### config.mk
export PLATFORM = sky130hd
export DESIGN_NAME = boxcar_decimator
export DESIGN_NICKNAME = d
export VERILOG_FILES = /design/src/rtl/ntsc_pkg.sv /design/src/rtl/sample_delay_line.sv /design/src/rtl/boxcar_decimator.sv
export SDC_FILE = /design/constraint.sdc
export NUM_CORES = 1
export LEC_CHECK = 0
export ABC_AREA = 0
export CORE_MARGIN = 8
export CORE_UTILIZATION = 25
export CTS_CLUSTER_DIAMETER = 30
export CTS_CLUSTER_SIZE = 12
export DETAILED_ROUTE_END_ITERATION = 8
export GPL_TIMING_DRIVEN = 0
export PLACE_DENSITY = 0.43
export SKIP_CTS_REPAIR_TIMING = 1
export SLEW_MARGIN = 20
export SYNTH_ARGS = -nofsm -noshare
export SYNTH_HDL_FRONTEND = slang
export SYNTH_SLANG_ARGS = --single-unit
### constraint.sdc
create_clock -name s00_axis_aclk -period 5.93 [get_ports s00_axis_aclk]
set_clock_uncertainty 0.15 [all_clocks]
set_input_delay 0.8895 -clock s00_axis_aclk [delete_from_list [all_inputs] [get_ports s00_axis_aclk]]
set_output_delay 0.8895 -clock s00_axis_aclk [all_outputs]
set_load 0.01 [all_outputs]
### src/rtl/ntsc_pkg.sv
// rtl/ntsc_pkg.sv - shared sample type and strobe helper for the NTSC datapath
package ntsc_pkg;

  typedef logic signed [31:0] sample_t;

  // Widest byte-strobe the helper can build (512-bit stream).
  localparam int unsigned MAX_STRB_W = 64;

  // All-ones strobe of n lanes, zero above; callers slice the low n bits.
  function automatic logic [MAX_STRB_W-1:0] strb_all_ones(input int unsigned n);
    logic [MAX_STRB_W-1:0] r;
    r = '0;
    for (int unsigned i = 0; i < MAX_STRB_W; i++) begin
      if (i < n) r[i] = 1'b1;
    end
    return r;
  endfunction

endpackage

### src/rtl/sample_delay_line.sv
// rtl/sample_delay_line.sv - N-deep circular sample buffer, read-old/write-new port
// Ports:
//   clk, rst_n : clock, asynchronous active-low reset
//   wr_en      : store wr_data at the write pointer and advance it
//   clear      : zero every entry and the pointer (wins over wr_en)
//   wr_data    : incoming sample
//   rd_data    : entry at the write pointer, i.e. the sample being evicted
module sample_delay_line #(
  parameter int WIDTH      = 32,
  parameter int DEPTH_LOG2 = 4
) (
  input  logic             clk,
  input  logic             rst_n,
  input  logic             wr_en,
  input  logic             clear,
  input  logic [WIDTH-1:0] wr_data,
  output logic [WIDTH-1:0] rd_data
);

  localparam int DEPTH = 1 << DEPTH_LOG2;

  logic [WIDTH-1:0]      mem [DEPTH];
  logic [DEPTH_LOG2-1:0] wr_ptr;

  // The oldest sample sits where the next write lands.
  assign rd_data = mem[wr_ptr];

  always_ff @(posedge clk or negedge rst_n) begin
    if (!rst_n) begin
      wr_ptr <= '0;
      for (int i = 0; i < DEPTH; i++) mem[i] <= '0;
    end else if (clear) begin
      wr_ptr <= '0;
      for (int i = 0; i < DEPTH; i++) mem[i] <= '0;
    end else if (wr_en) begin
      mem[wr_ptr] <= wr_data;
      wr_ptr      <= wr_ptr + 1'b1;  // power-of-two depth wraps naturally
    end
  end

endmodule

### src/rtl/boxcar_decimator.sv
// rtl/boxcar_decimator.sv - power-of-two moving average followed by decimation
// Ports:
//   s00_axis_aclk, s00_axis_aresetn : clock, asynchronous active-low reset
//   s00_axis_t*                     : signed mixer samples in (tstrb ignored)
//   m00_axis_t*                     : filtered, decimated samples out; tlast
//                                     marks the end of a line
module boxcar_decimator
  import ntsc_pkg::*;
#(
  parameter int C_S00_AXIS_TDATA_WIDTH = 32,
  parameter int C_M00_AXIS_TDATA_WIDTH = 32,
  parameter int LOG2_TAPS              = 4,
  parameter int DECIMATE               = 4,
  parameter int CLEAR_ON_LAST          = 1
) (
  input  logic                                s00_axis_aclk,
  input  logic                                s00_axis_aresetn,
  input  logic                                s00_axis_tvalid,
  output logic                                s00_axis_tready,
  input  logic [C_S00_AXIS_TDATA_WIDTH-1:0]   s00_axis_tdata,
  input  logic                                s00_axis_tlast,
  input  logic [C_S00_AXIS_TDATA_WIDTH/8-1:0] s00_axis_tstrb,
  output logic                                m00_axis_tvalid,
  input  logic                                m00_axis_tready,
  output logic [C_M00_AXIS_TDATA_WIDTH-1:0]   m00_axis_tdata,
  output logic                                m00_axis_tlast,
  output logic [C_M00_AXIS_TDATA_WIDTH/8-1:0] m00_axis_tstrb
);

  localparam int IW     = C_S00_AXIS_TDATA_WIDTH;
  localparam int OW     = C_M00_AXIS_TDATA_WIDTH;
  localparam int AW     = IW + LOG2_TAPS;
  localparam int PW     = (DECIMATE > 1) ? $clog2(DECIMATE) : 1;
  localparam int STRB_W = OW / 8;

  localparam logic [PW-1:0]         PHASE_LAST = PW'(DECIMATE - 1);
  localparam logic [MAX_STRB_W-1:0] STRB_FULL  = strb_all_ones(STRB_W);

  logic                 accept;
  logic                 emit;
  logic                 clear;
  logic [IW-1:0]        hist_old;
  logic signed [AW-1:0] acc;
  logic signed [AW-1:0] acc_next;
  logic signed [IW-1:0] mean;
  logic [PW-1:0]        phase;
  logic                 unused_tstrb;

  assign unused_tstrb = ^s00_axis_tstrb;

  // A new sample is taken whenever the output register is empty or draining.
  assign s00_axis_tready = !m00_axis_tvalid || m00_axis_tready;
  assign accept          = s00_axis_tvalid && s00_axis_tready;
  assign emit            = accept && (s00_axis_tlast || (phase == PHASE_LAST));
  assign clear           = accept && s00_axis_tlast && (CLEAR_ON_LAST != 0);

  // Running window sum: add the newcomer, drop the evicted sample.
  assign acc_next = acc + AW'($signed(s00_axis_tdata)) - AW'($signed(hist_old));

  // Divide by N with floor rounding; the mean of N IW-bit values fits in IW bits.
  assign mean = IW'(acc_next >>> LOG2_TAPS);

  assign m00_axis_tstrb = STRB_FULL[STRB_W-1:0];

  sample_delay_line #(
    .WIDTH      (IW),
    .DEPTH_LOG2 (LOG2_TAPS)
  ) u_delay_line (
    .clk     (s00_axis_aclk),
    .rst_n   (s00_axis_aresetn),
    .wr_en   (accept),
    .clear   (clear),
    .wr_data (s00_axis_tdata),
    .rd_data (hist_old)
  );

  always_ff @(posedge s00_axis_aclk or negedge s00_axis_aresetn) begin
    if (!s00_axis_aresetn) begin
      acc   <= '0;
      phase <= '0;
    end else if (accept) begin
      acc   <= clear ? '0 : acc_next;
      phase <= emit ? '0 : phase + 1'b1;  // tlast realigns decimation to the line
    end
  end

  // Output register: a load has priority; a drain without a load empties it.
  always_ff @(posedge s00_axis_aclk or negedge s00_axis_aresetn) begin
    if (!s00_axis_aresetn) begin
      m00_axis_tvalid <= 1'b0;
      m00_axis_tdata  <= '0;
      m00_axis_tlast  <= 1'b0;
    end else if (emit) begin
      m00_axis_tvalid <= 1'b1;
      m00_axis_tdata  <= OW'(mean);  // signed cast sign-extends
      m00_axis_tlast  <= s00_axis_tlast;
    end else if (m00_axis_tready) begin
      m00_axis_tvalid <= 1'b0;
    end
  end

endmodule
# After elaboration in Yosys (flattened, before gate mapping)
# Cells that the tools add are included.
# totals
out_inout_bits	39
register_bits	588
# op_classes
order_cmp	2
n_mux	14
bitwise	1
n_reduce_logical	9
add_sub_neg	4
eq_ne	1
# ops
cell	n
$mux W512	2
$bwmux W512	1
$bmux W32 S4	1
$demux W32 S4	1
$mux W32	3
$add A36 B32 Y36	1
$mux W36	1
$sub A36 B32 Y36	1
$mux W4	2
$ge A5 B5 Y1 const B	1
$lt A5 B1 Y1 const B	1
$not A4 Y5	1
$add A4 B1 Y4 const B	1
$logic_and A1 B1 Y1	4
$reduce_bool A2 Y1	2
$add A2 B1 Y2 const B	1
$eq A2 B2 Y1 const B	1
$logic_or A1 B1 Y1	2
$mux W1	2
$mux W2	1
$logic_not A1 Y1	1

# Longest topological paths before layout
# depth
ltp_word	8
depth_mapped	18
depth_no_buf	15

# Cells and area by module
# Synthesis repeated with hierarchy kept, for this count alone.
# hier_totals
hier_cells	3359
area_unflattened_um2	30815.8
# modules_own_cells
mod	n_inst	cells_each	area_each_um2
sample_delay_line	1	2620	24567.3
boxcar_decimator	1	739	6248.5

# Least setup slack after synthesis
# Ideal clock, no wire load.
# synth_path
kind	flip-flop to flip-flop
from	register u_delay_line.wr_ptr[0]
to	register m00_axis_tdata[30]
setup_ns	0.068
setup_slack_ns	0.709
n_path_buf	3
arrival_time_ns	5.003
stages_incl_launch_ff	19
t_required_ns	5.712
cell_sequence	dfrtp_1 -> clkbuf_1 -> buf_2 -> buf_1 -> mux4_2 -> mux4_2 -> ha_1 -> inv_1 -> ha_1 -> fa_1 -> a21o_1 -> a221oi_4 -> nor3_4 -> nor2_4 -> o21ai_2 -> a21oi_4 -> o311ai_4 -> or4b_1 -> nand3_1
# synth_between
elab_chain_cells	5
# synth_lines
element	line_no	rtl
start: declaration	sample_delay_line.sv:23	logic [DEPTH_LOG2-1:0] wr_ptr;
start signal: assignment	sample_delay_line.sv:37	wr_ptr <= wr_ptr + 1'b1;
$not A4 Y5 (implied by the code)	sample_delay_line.sv:26	assign rd_data = mem[wr_ptr];
$bmux W32 S4	sample_delay_line.sv:26	
$mux W32 (implied by the code) (2 in a row)	sample_delay_line.sv:26	
$sub A36 B32 Y36	boxcar_decimator.sv:58	assign acc_next = acc + AW'($signed(s00_axis_tdata)) - AW'($signed(hist_old));
end signal: assignment	boxcar_decimator.sv:95	m00_axis_tdata <= OW'(mean);
end: declaration	boxcar_decimator.sv:25	output logic [C_M00_AXIS_TDATA_WIDTH-1:0] m00_axis_tdata,
# Every way passes these cells. The select of a mux whose other input is x is not followed.
# A chain may end at the register's enable or synchronous reset.

# Final worst setup path
# layout_path
from	register u_delay_line.wr_ptr[1]
to	register m00_axis_tdata[29]
# The elaborated chain is that of the path after synthesis.

==> qor.txt <==
Unrepaired setup endpoints after global routing - false
Top-count cell post-synth - dfrtp_1
Die footprint - 122800 um2
CTS Buf Count - 142
Ports - 80
Die width - 350.4 um
Synth unique cells - 60
Critical path required time - 6340 ps
Residual DRC count - 0
Global-route wire length before repair - 145.3 mm
Yosys top cell area share - 0.5262
Initial antenna violation count - 12
Nets - 2432
Post-synthesis cell area - 27960 um2
Clk buf depth - 3
PD cells - 495.3 nW/um2
Most used DFF post-synth - dfrtp_1
Remaining global-route overflow - 0
Setup TNS - 0 ps
Clk root buf - clkbuf_16
1st-pass router iterations - 8
CTS tree - yes
H-tree depth - 4
Leak Pwr - 0.01595 uW
Commonest cells in the netlist - 588 x dfrtp_1, 520 x a22o_1, 195 x clkbuf_1
Proportion of layout cells with a drive suffix above 1 - 0.1974
Total track usage - 0.1562
Port Buffer Count - 44
Crit path max fanout - 10
Synthesized instance count - 2112
Final Cycle Share - 0.9743
Mux cell area share after synthesis - 0.1384
Post-Synth Adder-Cell Area - 0.04385
Core area - 110800 um2
Reg2reg path depth - 15
#FFs+latches synth - 588
Final hold slack - 324.1 ps
CP Class - reg -> reg
Status - complete, no violations
# rows - 122
RR Startpoint - u_delay_line.wr_ptr[1]$_DFFE_PN0P_
End of the critical path - m00_axis_tdata[29]$_DFFE_PN0P_
Crit Reg-Reg Endpoint - m00_axis_tdata[29]$_DFFE_PN0P_
Pins Over Slew Limit - 0
Largest family of logic cells by synthesized area - compound AO/OA/AOI/OAI gates
Initial DRC Count - 1796
Hold Fails Final Rpt - 0
Layout area overhead - 26.63%
Simple-gate share of the synthesized area - 0.03079
Ys Warns - 0
Post-Synth XOR/XNOR Area - 0.01065
Max Fclk - 173.1 MHz
Max-Cap Viols - 0
R2r setup slk - 150 ps
Synth area leader - dfrtp_1
Via count - 20.13k
Setup crit end kind - register
Top cells by area, synth - dfrtp_1 53%, a22o_1 16%, mux4_2 13%
Routed Antenna Nets - 0
Initial Util - 0.2523
Synth Area in Compound Gates - 0.2001
Async set-or-reset flop fraction in the synthesized netlist - 1.000
Post-synth EDFFs - 0
Post-DP HPWL - 69.30 mm
Seq/Total Area, Yosys - 0.5262
Period minus WS final - 5778 ps
Worst setup SP type - register
Vias in the first global route - 21.15k
Critical path origin - u_delay_line.wr_ptr[1]$_DFFE_PN0P_
Worst-Skew Late Latency - 710 ps
Clk slew on worst S/H paths - 40 ps
Least-Margin Pin Slew - 1140 ps
Worst EP arrival - 6180 ps
Final setup viols - 0
Worst vdd ir - 0.2240 mV
Routability Congestion - 0.8364
Hold Crit Class - reg -> reg
DR WL/cell - 24.63 um
Largest net degree at the start of global routing - 91
Final wirelength - 96.50 mm
Via density - 5.138
Die height - 350.4 um
Relative slew slack - 0.2401
Avg Inst Size Synth - 13.24 um2
CTS Sinks - 588
-- critical path, cell delays in order (launching register included) --
cell	delay, ps
dfrtp_1	450
clkbuf_1	870
mux4_2	460
mux4_2	510
inv_1	100
fa_1	430
ha_1	370
a21o_4	270
a211oi_4	280
o21a_1	300
o21ai_2	150
a311oi_1	410
o21ai_0	180
a21oi_1	200
xor2_1	340
o21ai_0	130
-- layout by cell type, fill, tap and decap left out, types with 9 or more instances in the layout --
| cell type | Yosys | layout |
|---|---|---|
| dfrtp_1 | 588 | 587 |
| a22o_1 | 520 | 520 |
| clkbuf_1 | 195 | 209 |
| mux4_2 | 160 | 160 |
| clkbuf_16 | 0 | 145 |
| inv_1 | 139 | 139 |
| nand2_1 | 103 | 103 |
| o21ai_0 | 45 | 45 |
| clkdlybuf4s50_1 | 0 | 43 |
| ha_1 | 42 | 42 |
| fa_1 | 35 | 35 |
| a21oi_1 | 34 | 33 |
| clkinv_2 | 0 | 27 |
| nor2_1 | 25 | 25 |
| mux2_2 | 22 | 22 |
| xnor2_1 | 21 | 21 |
| clkbuf_8 | 0 | 21 |
| a21o_1 | 19 | 19 |
| clkbuf_2 | 0 | 15 |
| nand3_1 | 14 | 14 |
| xor2_1 | 13 | 13 |
| bufinv_16 | 0 | 13 |
| and3_1 | 11 | 11 |
| o21bai_1 | 9 | 9 |
-- cell families (layout without fill, tap and decap cells) --
group | count (synthesis) | after routing
AO/OA/AOI/OAI | 673 | 673
flip-flops | 588 | 588
buffers and inverters | 365 | 677
AND/OR/NAND/NOR | 190 | 190
multiplexers | 184 | 184
adder cells (fa/ha/maj) | 77 | 77
XOR/XNOR | 34 | 34
other | 1 | 7
-- worst min-delay path by stage --
stage | start | end | slack, ps | depth (start not counted)
after floorplan | phase[1]$_DFFE_PN0P_ | phase[1]$_DFFE_PN0P_ | 290 | 2
after global placement | m00_axis_tdata[5]$_DFFE_PN0P_ | m00_axis_tdata[5]$_DFFE_PN0P_ | 320 | 2
after detailed placement | phase[1]$_DFFE_PN0P_ | phase[1]$_DFFE_PN0P_ | 320 | 2
after CTS | s00_axis_aresetn | u_delay_line.mem[467]$_DFFE_PN0P_ | -60 | 1
after global routing | m00_axis_tdata[8]$_DFFE_PN0P_ | m00_axis_tdata[8]$_DFFE_PN0P_ | 340 | 2
final | m00_axis_tdata[8]$_DFFE_PN0P_ | m00_axis_tdata[8]$_DFFE_PN0P_ | 320 | 2
-- final cells by class --
type	count	area, um2
Clock buffer	194	4023
Tap cell	1488	1862
Fill cell	11024	75410
Antenna cell	3	7.507
Inverter	140	525.5
Clock inverter	63	782.0
Buffer	224	918.4
Multi-Input combinational cell	1162	11890
Sequential cell	588	14720
Timing Repair Buffer	56	685.7
-- metal layers --
metal  track usage  share of wire  up-vias
met5             0        0.00058        -
met4       0.05220          0.027       10
met3       0.03863          0.071      196
met2        0.2408           0.46      798
met1        0.2146           0.44    10735
li1              -              -     8390
-- state kept, by name, summed over array words and instances, names as in the netlist --
signal and flops:
acc 36, m00_axis_tdata 32, m00_axis_tlast 1, m00_axis_tvalid 1
phase 2, u_delay_line.mem 512, u_delay_line.wr_ptr 4
-- through the flow --
stage               cell area [um2]    util  std cells  total power [uW]  setup WS [ps]
finish                        35410  0.3195       3918             17540          152.1
global route                  35400  0.3195       3916             18460          23.62
CTS                           35350  0.3189       3915             17720         -590.4
detailed placement            30540  0.2756       3658              9868         -599.1
global placement              30280  0.2732       3647              9821         -22080
floorplan                     27970       -       2115              8090          708.8
-- power breakdown --
group          total [uW]  switching [uW]  internal (uW)
Sequential           4680             222           4450
Combinational        5120            3070           2040
Clock                7740            2450           5290
Total               17500            5750          11800
Power figures use the tool's default switching activity.
